==> src/rtl/irq_pending_ctrl.sv <==
// Interrupt front end: synchronises and edge-latches N interrupt lines, feeds the
// masked pending vector to an external priority encoder and runs the CPU req/ack handshake.
module irq_pending_ctrl #(
    parameter int N           = 8,
    parameter int ID_W        = 3,
    parameter int SYNC_STAGES = 2
) (
    input  logic            clk,
    input  logic            rst_n,
    input  logic [N-1:0]    irq_in,
    input  logic [N-1:0]    irq_mask,
    output logic [N-1:0]    pend_vec,
    input  logic [ID_W-1:0] enc_idx,
    input  logic            enc_valid,
    output logic            irq_req,
    output logic [ID_W-1:0] irq_id,
    input  logic            irq_ack,
    output logic [N-1:0]    irq_lost,
    input  logic            lost_clr
);

    typedef enum logic [0:0] {
        IDLE     = 1'b0,
        WAIT_ACK = 1'b1
    } state_t;

    state_t          state;
    state_t          state_next;
    logic            req_next;
    logic [ID_W-1:0] id_next;

    logic [N-1:0] sync_q [SYNC_STAGES];
    logic [N-1:0] sync_out;
    logic [N-1:0] prev;
    logic [N-1:0] edge_det;
    logic [N-1:0] pending;
    logic [N-1:0] pending_next;
    logic [N-1:0] clr_vec;
    logic [N-1:0] lost_set;
    logic [N-1:0] lost_next;
    logic         ack_fire;

    // Per-line synchroniser chain; the last stage is the only one used downstream.
    always_ff @(posedge clk or negedge rst_n) begin
        if (!rst_n) begin
            for (int s = 0; s < SYNC_STAGES; s++) begin
                sync_q[s] <= '0;
            end
        end else begin
            sync_q[0] <= irq_in;
            for (int s = 1; s < SYNC_STAGES; s++) begin
                sync_q[s] <= sync_q[s-1];
            end
        end
    end

    assign sync_out = sync_q[SYNC_STAGES-1];
    assign edge_det = sync_out & ~prev;
    assign ack_fire = (state == WAIT_ACK) && irq_ack;

    always_comb begin
        clr_vec = '0;
        if (ack_fire) begin
            clr_vec[irq_id] = 1'b1;
        end
    end

    // A new edge beats a same-cycle clear, and is then not counted as lost.
    assign pending_next = (pending & ~clr_vec) | edge_det;
    assign lost_set     = edge_det & pending & ~clr_vec;
    assign lost_next    = (lost_clr ? '0 : irq_lost) | lost_set;

    always_ff @(posedge clk or negedge rst_n) begin
        if (!rst_n) begin
            prev     <= '0;
            pending  <= '0;
            irq_lost <= '0;
        end else begin
            prev     <= sync_out;
            pending  <= pending_next;
            irq_lost <= lost_next;
        end
    end

    assign pend_vec = pending & irq_mask;

    always_comb begin
        state_next = state;
        req_next   = irq_req;
        id_next    = irq_id;
        case (state)
            IDLE: begin
                if (enc_valid) begin
                    id_next    = enc_idx;
                    req_next   = 1'b1;
                    state_next = WAIT_ACK;
                end
            end
            WAIT_ACK: begin
                if (irq_ack) begin
                    req_next   = 1'b0;
                    state_next = IDLE;
                end
            end
            default: begin
                req_next   = 1'b0;
                state_next = IDLE;
            end
        endcase
    end

    always_ff @(posedge clk or negedge rst_n) begin
        if (!rst_n) begin
            state   <= IDLE;
            irq_req <= 1'b0;
            irq_id  <= '0;
        end else begin
            state   <= state_next;
            irq_req <= req_next;
            irq_id  <= id_next;
        end
    end

endmodule
==> config.mk <==
export PLATFORM = sky130hd
export DESIGN_NAME = irq_pending_ctrl
export DESIGN_NICKNAME = d
export VERILOG_FILES = /design/src/rtl/irq_pending_ctrl.sv
export SDC_FILE = /design/constraint.sdc
export NUM_CORES = 1
export LEC_CHECK = 0
export CAP_MARGIN = 40
export CORE_ASPECT_RATIO = 0.5
export CORE_UTILIZATION = 48
export CTS_BUF_LIST = sky130_fd_sc_hd__clkbuf_8
export DETAILED_ROUTE_END_ITERATION = 8
export PLACE_DENSITY = 0.8
export SETUP_SLACK_MARGIN = 0.3
export SYNTH_ARGS = -nofsm -noshare
export SYNTH_HDL_FRONTEND = slang
export SYNTH_SLANG_ARGS = --single-unit
==> constraint.sdc <==
create_clock -name clk -period 1.25 [get_ports clk]
set_input_delay 0.375 -clock clk [delete_from_list [all_inputs] [get_ports clk]]
set_output_delay 0.375 -clock clk [all_outputs]
set_load 0.1 [all_outputs]
==> metrics.csv, run 1 <==
metric,value,unit
status,"finished, violations left",
violated checks,negative setup slack,
routed wire length per instance,22.9,um
"Clk pin slew, worst setup/hold paths",100,ps
wire length of the first global-routing pass,6.79,mm
sequential cell area fraction in the yosys report,72.3,%
number of top-level design ports,44,
layout cell share with drive strength beyond 1,52.2,%
Synth area leader,sky130_fd_sc_hd__dfrtp_1,
YS warnings,0,
Die Area,3490,sq um
critical path launch point type,register,
data required time at the worst endpoint,880,ps
synth unique cells,18,
peak clock frequency supported by timing,0.693,GHz
final instance area,2860,sq um
nets in the synthesized netlist,140,
worst rel slew slack,59.7,%
filler cell count,77,
unrepaired setup endpoints after global routing,true,
Worst Tran Pin Value,603,ps
clock latency at the later pin of the worst-skew pair,300,ps
total area of multi-input combinational cells,564,sq um
Register-to-Register Setup Slack,-160,ps
residual overflow from global routing,0,
"EDFF count, synth",0,
number of endpoints failing setup at the final stage,33,
placed cell area,2350,sq um
number of vias per cell after detailed routing,5.74,
endpoint arrival time on the critical path,1070,ps
post-layout power,4.95,mW
leak pwr,1.25,nW
vias in the first global route,1296,
ant diodes,0,
Async SR Flop Fraction,100,%
final-report max-slew violation count,0,
most frequently used flop master after synthesis,sky130_fd_sc_hd__dfrtp_1,
areal power density over the cells,1730,nW/um^2
register area,1170,sq um
First DRT Iteration DRCs,102,
H-tree depth reported by CTS,2,
clk root buf,sky130_fd_sc_hd__clkbuf_8,
detailed-placement wirelength estimate,2.32,mm
CP max FO,2,
Setup Crit Path Kind,reg2out,
GRT Resource Usage Total,29.2,%
number of buffer cells added on primary ports,43,
Clock Skews,11.7,ps
ANT nets after route,0,
placer's final routability congestion estimate,0.771,
First-pass DRT Iterations,4,
worst reg2reg path startpoint,irq_id[0],
gate count of the mapped netlist,116,
number of CTS-inserted buffers,5,
portion of synthesized cell area occupied by the leading cell type,72.3,%
clock tree sinks,45,
synthesis-to-layout area growth,83.8,%
layout net count,224,
Die H,42.3,um
final worst-path setup slack,-194,ps
maximum number of pins on one net before global-route repair,46,
final critical-path share of the clock period,116,%
max-cap violation count,0,
register bit total from synthesis,45,
R2R depth,5,
capturing element type of the critical path,primary output,
post-synthesis instance area,1560,sq um
"Avg Cell Area, Syn",13.4,sq um
detailed-route wire length,5.51,mm
maximum single-stage delay on the critical path,490,ps
clock tree from TritonCTS,done,
die width,82.6,um
starting density of the core,51.1,%
critical-path cell list,buf_6 -> buf_12,
CP bufs+invs,2,
initial antenna violation count,0,
Longest Clk Path Bufs,2,
capture point of the worst reg-to-reg path,pending[6],
Core Box Area,3050,sq um
"delay-heaviest family, CP",flip-flops,
CTS Hold Bufs,0,
class of the most critical hold timing path,in2async,
min cycle time layout,1440,ps
maximum resistive drop on vdd,0.00120,V
total number of vias,1384,
slowest stage cell on the critical path,sky130_fd_sc_hd__dfrtp_4,
Remaining DRCs,0,
number of rows created at floorplan,14,
leading post-synthesis cells by cell area,"sky130_fd_sc_hd__dfrtp_1, sky130_fd_sc_hd__and2_1, sky130_fd_sc_hd__nand2b_1, sky130_fd_sc_hd__nor2b_1, sky130_fd_sc_hd__o211ai_1",
count of final hold-check violations,0,
## worst register-to-register path: cells and delay by family, from the launching register on
family,cells,cell delay [ps]
DFF,1,490
and+or+nand+nor,2,330
buffers and inverters,2,330
AOI/OAI and AO/OA,1,140
## worst max path at each step
stage	startpoint	end	slack, ps	depth (start not counted)
5_1_grt	irq_id[0]	irq_id[0]	-230	2
6_report	irq_id[0]	irq_id[0]	-190	2
3_5_place_dp	irq_ack	irq_lost[1]	-440	4
2_1_floorplan	irq_id[0]	irq_lost[0]	-20	3
4_1_cts	irq_id[0]	irq_id[0]	-190	2
3_3_place_gp	irq_ack	irq_lost[1]	-340	4
## power by group
part	internal [mW]	switching, mW	leakage, nW
combinational	0.911	1.25	0.703
clock	0.459	0.524	0.0518
sequential	1.65	0.162	0.496
## sequential cells by signal (all words and copies together), names as in the netlist
name / flops
sync_out: 8
irq_lost: 8
sync_q: 8
state: 1
irq_req: 1
pending: 8
irq_id: 3
prev: 8
## layout make-up
type | instances | area share (%)
clock inverters | 2 | 0.612
repair buffers | 77 | 32.9
multi-input cells | 62 | 19.7
clock buffers | 6 | 2.88
well taps | 40 | 1.75
inverters | 9 | 1.18
flip-flops and latches | 45 | 41.0
## cells by family (layout without fill, tap and decap cells)
logic type / Yosys count / after routing / synth area share (%)
buf+inv: 9 / 94 / 2.17
compound gates: 24 / 24 / 9.56
simple gates: 35 / 35 / 13.8
mux: 3 / 3 / 2.17
flops: 45 / 45 / 72.3
## timing repair
item,in CTS,in global routing
pin swaps,15,12
endpoints found under the setup margin,41,40
gates cloned,0,0
endpoints found under the hold margin,0,0
buffers inserted,18,14
resized for setup,36,17
## Yosys cell counts, drive strengths merged, types with 2 or more instances
master,instances
and2,8
dfrtp,45
inv,9
mux2,3
nand2b,8
nor2,5
nor2b,9
nor4,2
o211ai,6
o21ai,14
o311ai,2
## layer usage
layer | track usage, % | routed length [um] | vias up
li1 | - | - | 559
met1 | 36.7 | 2120 | 681
met2 | 45.1 | 2600 | 113
met3 | 9.78 | 514 | 31
met4 | 15.5 | 275 | 0
met5 | 0 | 0 | -
## cells in the final DEF (no fill, tap or decap), drive strengths merged
cell           instances
buf                   55
dfrtp                 45
o21ai                 14
clkdlybuf4s50         12
dlygate4sd2           10
inv                   10
nor2b                  9
and2                   8
nand2b                 8
o211ai                 6
clkbuf                 6
nor2                   5
mux2                   3
nor4                   2
o311ai                 2
nand3b                 1
nand2                  1
nand3                  1
a21o                   1
o2bb2ai                1
clkinv                 1
## per-stage QoR
stage	instances	util [%]	setup slack (ps)	hold slack [ps]	TNS, ps
2_1_floorplan	116	-	-22.3	79.4	-22.3
3_3_place_gp	201	77.1	-336	333	-6790
3_5_place_dp	201	77.1	-440	335	-7970
4_1_cts	227	87.6	-187	43.1	-2580
5_1_grt	241	93.9	-227	55.2	-4380
6_report	241	93.9	-194	59.0	-3450
Note: power is estimated with default switching activity, not from simulation.
==> run 2, diff against run 1 <==
--- a/config.mk
+++ b/config.mk
@@ -7,6 +7,7 @@
 export LEC_CHECK = 0
 export CAP_MARGIN = 40
 export CORE_ASPECT_RATIO = 0.5
+export CORE_MARGIN = 2
 export CORE_UTILIZATION = 48
 export CTS_BUF_LIST = sky130_fd_sc_hd__clkbuf_8
 export DETAILED_ROUTE_END_ITERATION = 8
==> constraint.sdc (replaced) <==
create_clock -name clk -period 1.25 [get_ports clk]
set_input_delay 0.25 -clock clk [delete_from_list [all_inputs] [get_ports clk]]
set_output_delay 0.25 -clock clk [all_outputs]
set_load 0.1 [all_outputs]
==> run 2 against run 1 <==
Effect of this change:
- the run still ends with negative setup slack left
- flip-flop and latch count unchanged
- sequential share of layout area down 0.21 points
- first-iteration DRC count down 57%
- non-clock buffer count unchanged
- largest cell class unchanged
- highest routed layer unchanged
==> metrics.csv, run 2 (same netlist as run 1, synthesis figures left out) <==
metric,value,unit,change
status,"finished, violations left",,
violated checks,negative setup slack,,
capturing element type of the critical path,register,,
maximum resistive drop on vdd,0.00159,V,+32%
Die Area,3740,sq um,+7.3%
clock latency at the later pin of the worst-skew pair,300,ps,about the same
final-report max-slew violation count,0,,unchanged
detailed-route wire length,5.08,mm,-7.9%
Worst Tran Pin Value,510,ps,-93.8 ps
First-pass DRT Iterations,5,,+1
die width,84.6,um,+2.4%
number of cells after detailed placement,200,,-0.50%
placer's final routability congestion estimate,0.738,,-4.3%
worst reg2reg path startpoint,irq_id[0],,
worst hold start,sync_q[12],,
R2R depth,3,,-2
final worst-path setup slack,-89.8,ps,+104 ps
clock tree sinks,45,,unchanged
post-layout power,4.91,mW,-0.75%
worst hold stages,0,,
endpoint arrival time on the critical path,1510,ps,+440 ps
min cycle time layout,1340,ps,-104 ps
data required time at the worst endpoint,1420,ps,+540 ps
hold worst-path end,sync_out[4],,
"Clk pin slew, worst setup/hold paths",80,ps,-20 ps
ant diodes,0,,unchanged
"most common cell after layout, fill and taps aside",sky130_fd_sc_hd__dfrtp_1,,
wire length of the first global-routing pass,6.20,mm,-8.6%
maximum number of pins on one net before global-route repair,46,,unchanged
CP max FO,8,,+6
starting density of the core,51.1,%,unchanged
ANT nets after route,0,,unchanged
leak pwr,1.27,nW,+1.6%
number of vias per cell after detailed routing,5.34,,-7.0%
H-tree depth reported by CTS,2,,unchanged
First DRT Iteration DRCs,44,,-57%
number of CTS-inserted buffers,5,,unchanged
Clock Skews,5.75,ps,-6.00 ps
number of rows created at floorplan,14,,unchanged
clock tree from TritonCTS,done,,
routed wire length per instance,21.1,um,-7.9%
Setup Crit Path Kind,reg2reg,,
critical path launch point type,register,,
vias in the first global route,1161,,-10%
class of the most critical hold timing path,reg2reg,,
final critical-path share of the clock period,107,%,-8.3 points
most frequent cells in the layout,"sky130_fd_sc_hd__dfrtp_1, sky130_fd_sc_hd__buf_4, sky130_fd_sc_hd__buf_12, sky130_fd_sc_hd__clkdlybuf4s50_1, sky130_fd_sc_hd__inv_1",,
residual overflow from global routing,0,,unchanged
worst rel slew slack,66.0,%,+6.3 points
Remaining DRCs,0,,unchanged
GRT Resource Usage Total,23.2,%,-6.0 points
number of endpoints failing setup at the final stage,14,,-58%
synthesis-to-layout area growth,81.0,%,
unrepaired setup endpoints after global routing,true,,
max-cap violation count,0,,unchanged
Die H,44.3,um,+4.7%
initial antenna violation count,0,,unchanged
clk root buf,sky130_fd_sc_hd__clkbuf_8,,
number of buffer cells added on primary ports,43,,unchanged
detailed-placement wirelength estimate,2.11,mm,-9.1%
final instance area,2820,sq um,-1.5%
number of top-level design ports,44,,unchanged
placed cell area,2310,sq um,-1.5%
areal power density over the cells,1740,nW/um^2,+0.79%
Core Box Area,3050,sq um,unchanged
layout net count,224,,unchanged
layout cell share with drive strength beyond 1,49.3,%,-3.0 points
total number of vias,1287,,-7.0%
capture point of the worst reg-to-reg path,irq_lost[0],,
post-layout instance count excluding filler cells,241,,unchanged
Longest Clk Path Bufs,2,,unchanged
peak clock frequency supported by timing,0.746,GHz,+7.8%
Register-to-Register Setup Slack,-90,ps,+70 ps
count of final hold-check violations,0,,unchanged
run 2: changes by cell type in the layout (fill, tap and decap cells not counted), sizes merged:
| cell | delta |
|---|---|
| dlygate4sd2 | -4 |
| dlymetal6s2s | +3 |
| bufinv | +1 |
| clkinv | -1 |
| clkdlybuf4s50 | +1 |
| buf | -1 |
| dlygate4sd3 | +1 |
run 2: through the flow:
step	setup slack, ps	hold WS (ps)	util [%]	TNS [ps]
6_report	-89.8	358	92.5	-324
5_1_grt	-93.4	364	92.5	-849
4_1_cts	-24.1	356	87.6	-116
3_5_place_dp	-360	241	75.9	-3540
3_3_place_gp	-230	237	75.9	-2610
2_1_floorplan	-22.3	-45.6	-	-22.3
run 2: final cells by class:
type	instances	area [sq um]
clock inverters	2	33.8
clock buffers	6	82.6
fillers	88	229
multi-input cells	62	541
well taps	40	50.0
flip-flops and latches	45	1150
inverters	9	33.8
repair buffers	77	930
run 2: critical path, cell delays in order (launching register included):
cell and delay, ps:
sky130_fd_sc_hd__dfrtp_4 520, sky130_fd_sc_hd__nand3b_4 260, sky130_fd_sc_hd__o311ai_4 280, sky130_fd_sc_hd__o21ai_1 140
run 2: worst max-delay path by stage:
stage | start | to | slack (ps) | cells after the start
6_report | irq_id[0] | irq_lost[0] | -90 | 3
3_5_place_dp | irq_ack | irq_lost[1] | -360 | 4
2_1_floorplan | irq_id[0] | irq_lost[0] | -20 | 3
5_1_grt | irq_id[0] | irq_lost[0] | -90 | 3
4_1_cts | pending[0] | pend_vec[0] | -20 | 2
3_3_place_gp | irq_ack | irq_lost[1] | -230 | 4
run 2: report_power, final:
part | switching, mW | internal, mW | total (mW)
Combinational | 1.15 | 0.832 | 1.98
Sequential | 0.167 | 1.62 | 1.79
Clock | 0.491 | 0.644 | 1.13
Total | 1.81 | 3.10 | 4.91
run 2: what timing repair did:
item / 4_1_cts / 5_1_grt
pin swaps: 15 / 8
hold endpoints to repair: 45 / 0
setup buffers: 19 / 13
hold buffers: 1 / 0
resized for setup: 32 / 12
setup endpoints to repair: 39 / 40
run 2: metal layers:
layer	GRT usage, %	vias to the layer above	wire length (um)	part of all wire, %
li1	-	553	-	-
met1	28.4	665	2120	42
met2	38.0	50	2480	49
met3	7.28	19	262	5.2
met4	13.3	0	215	4.2
met5	0	-	0	0
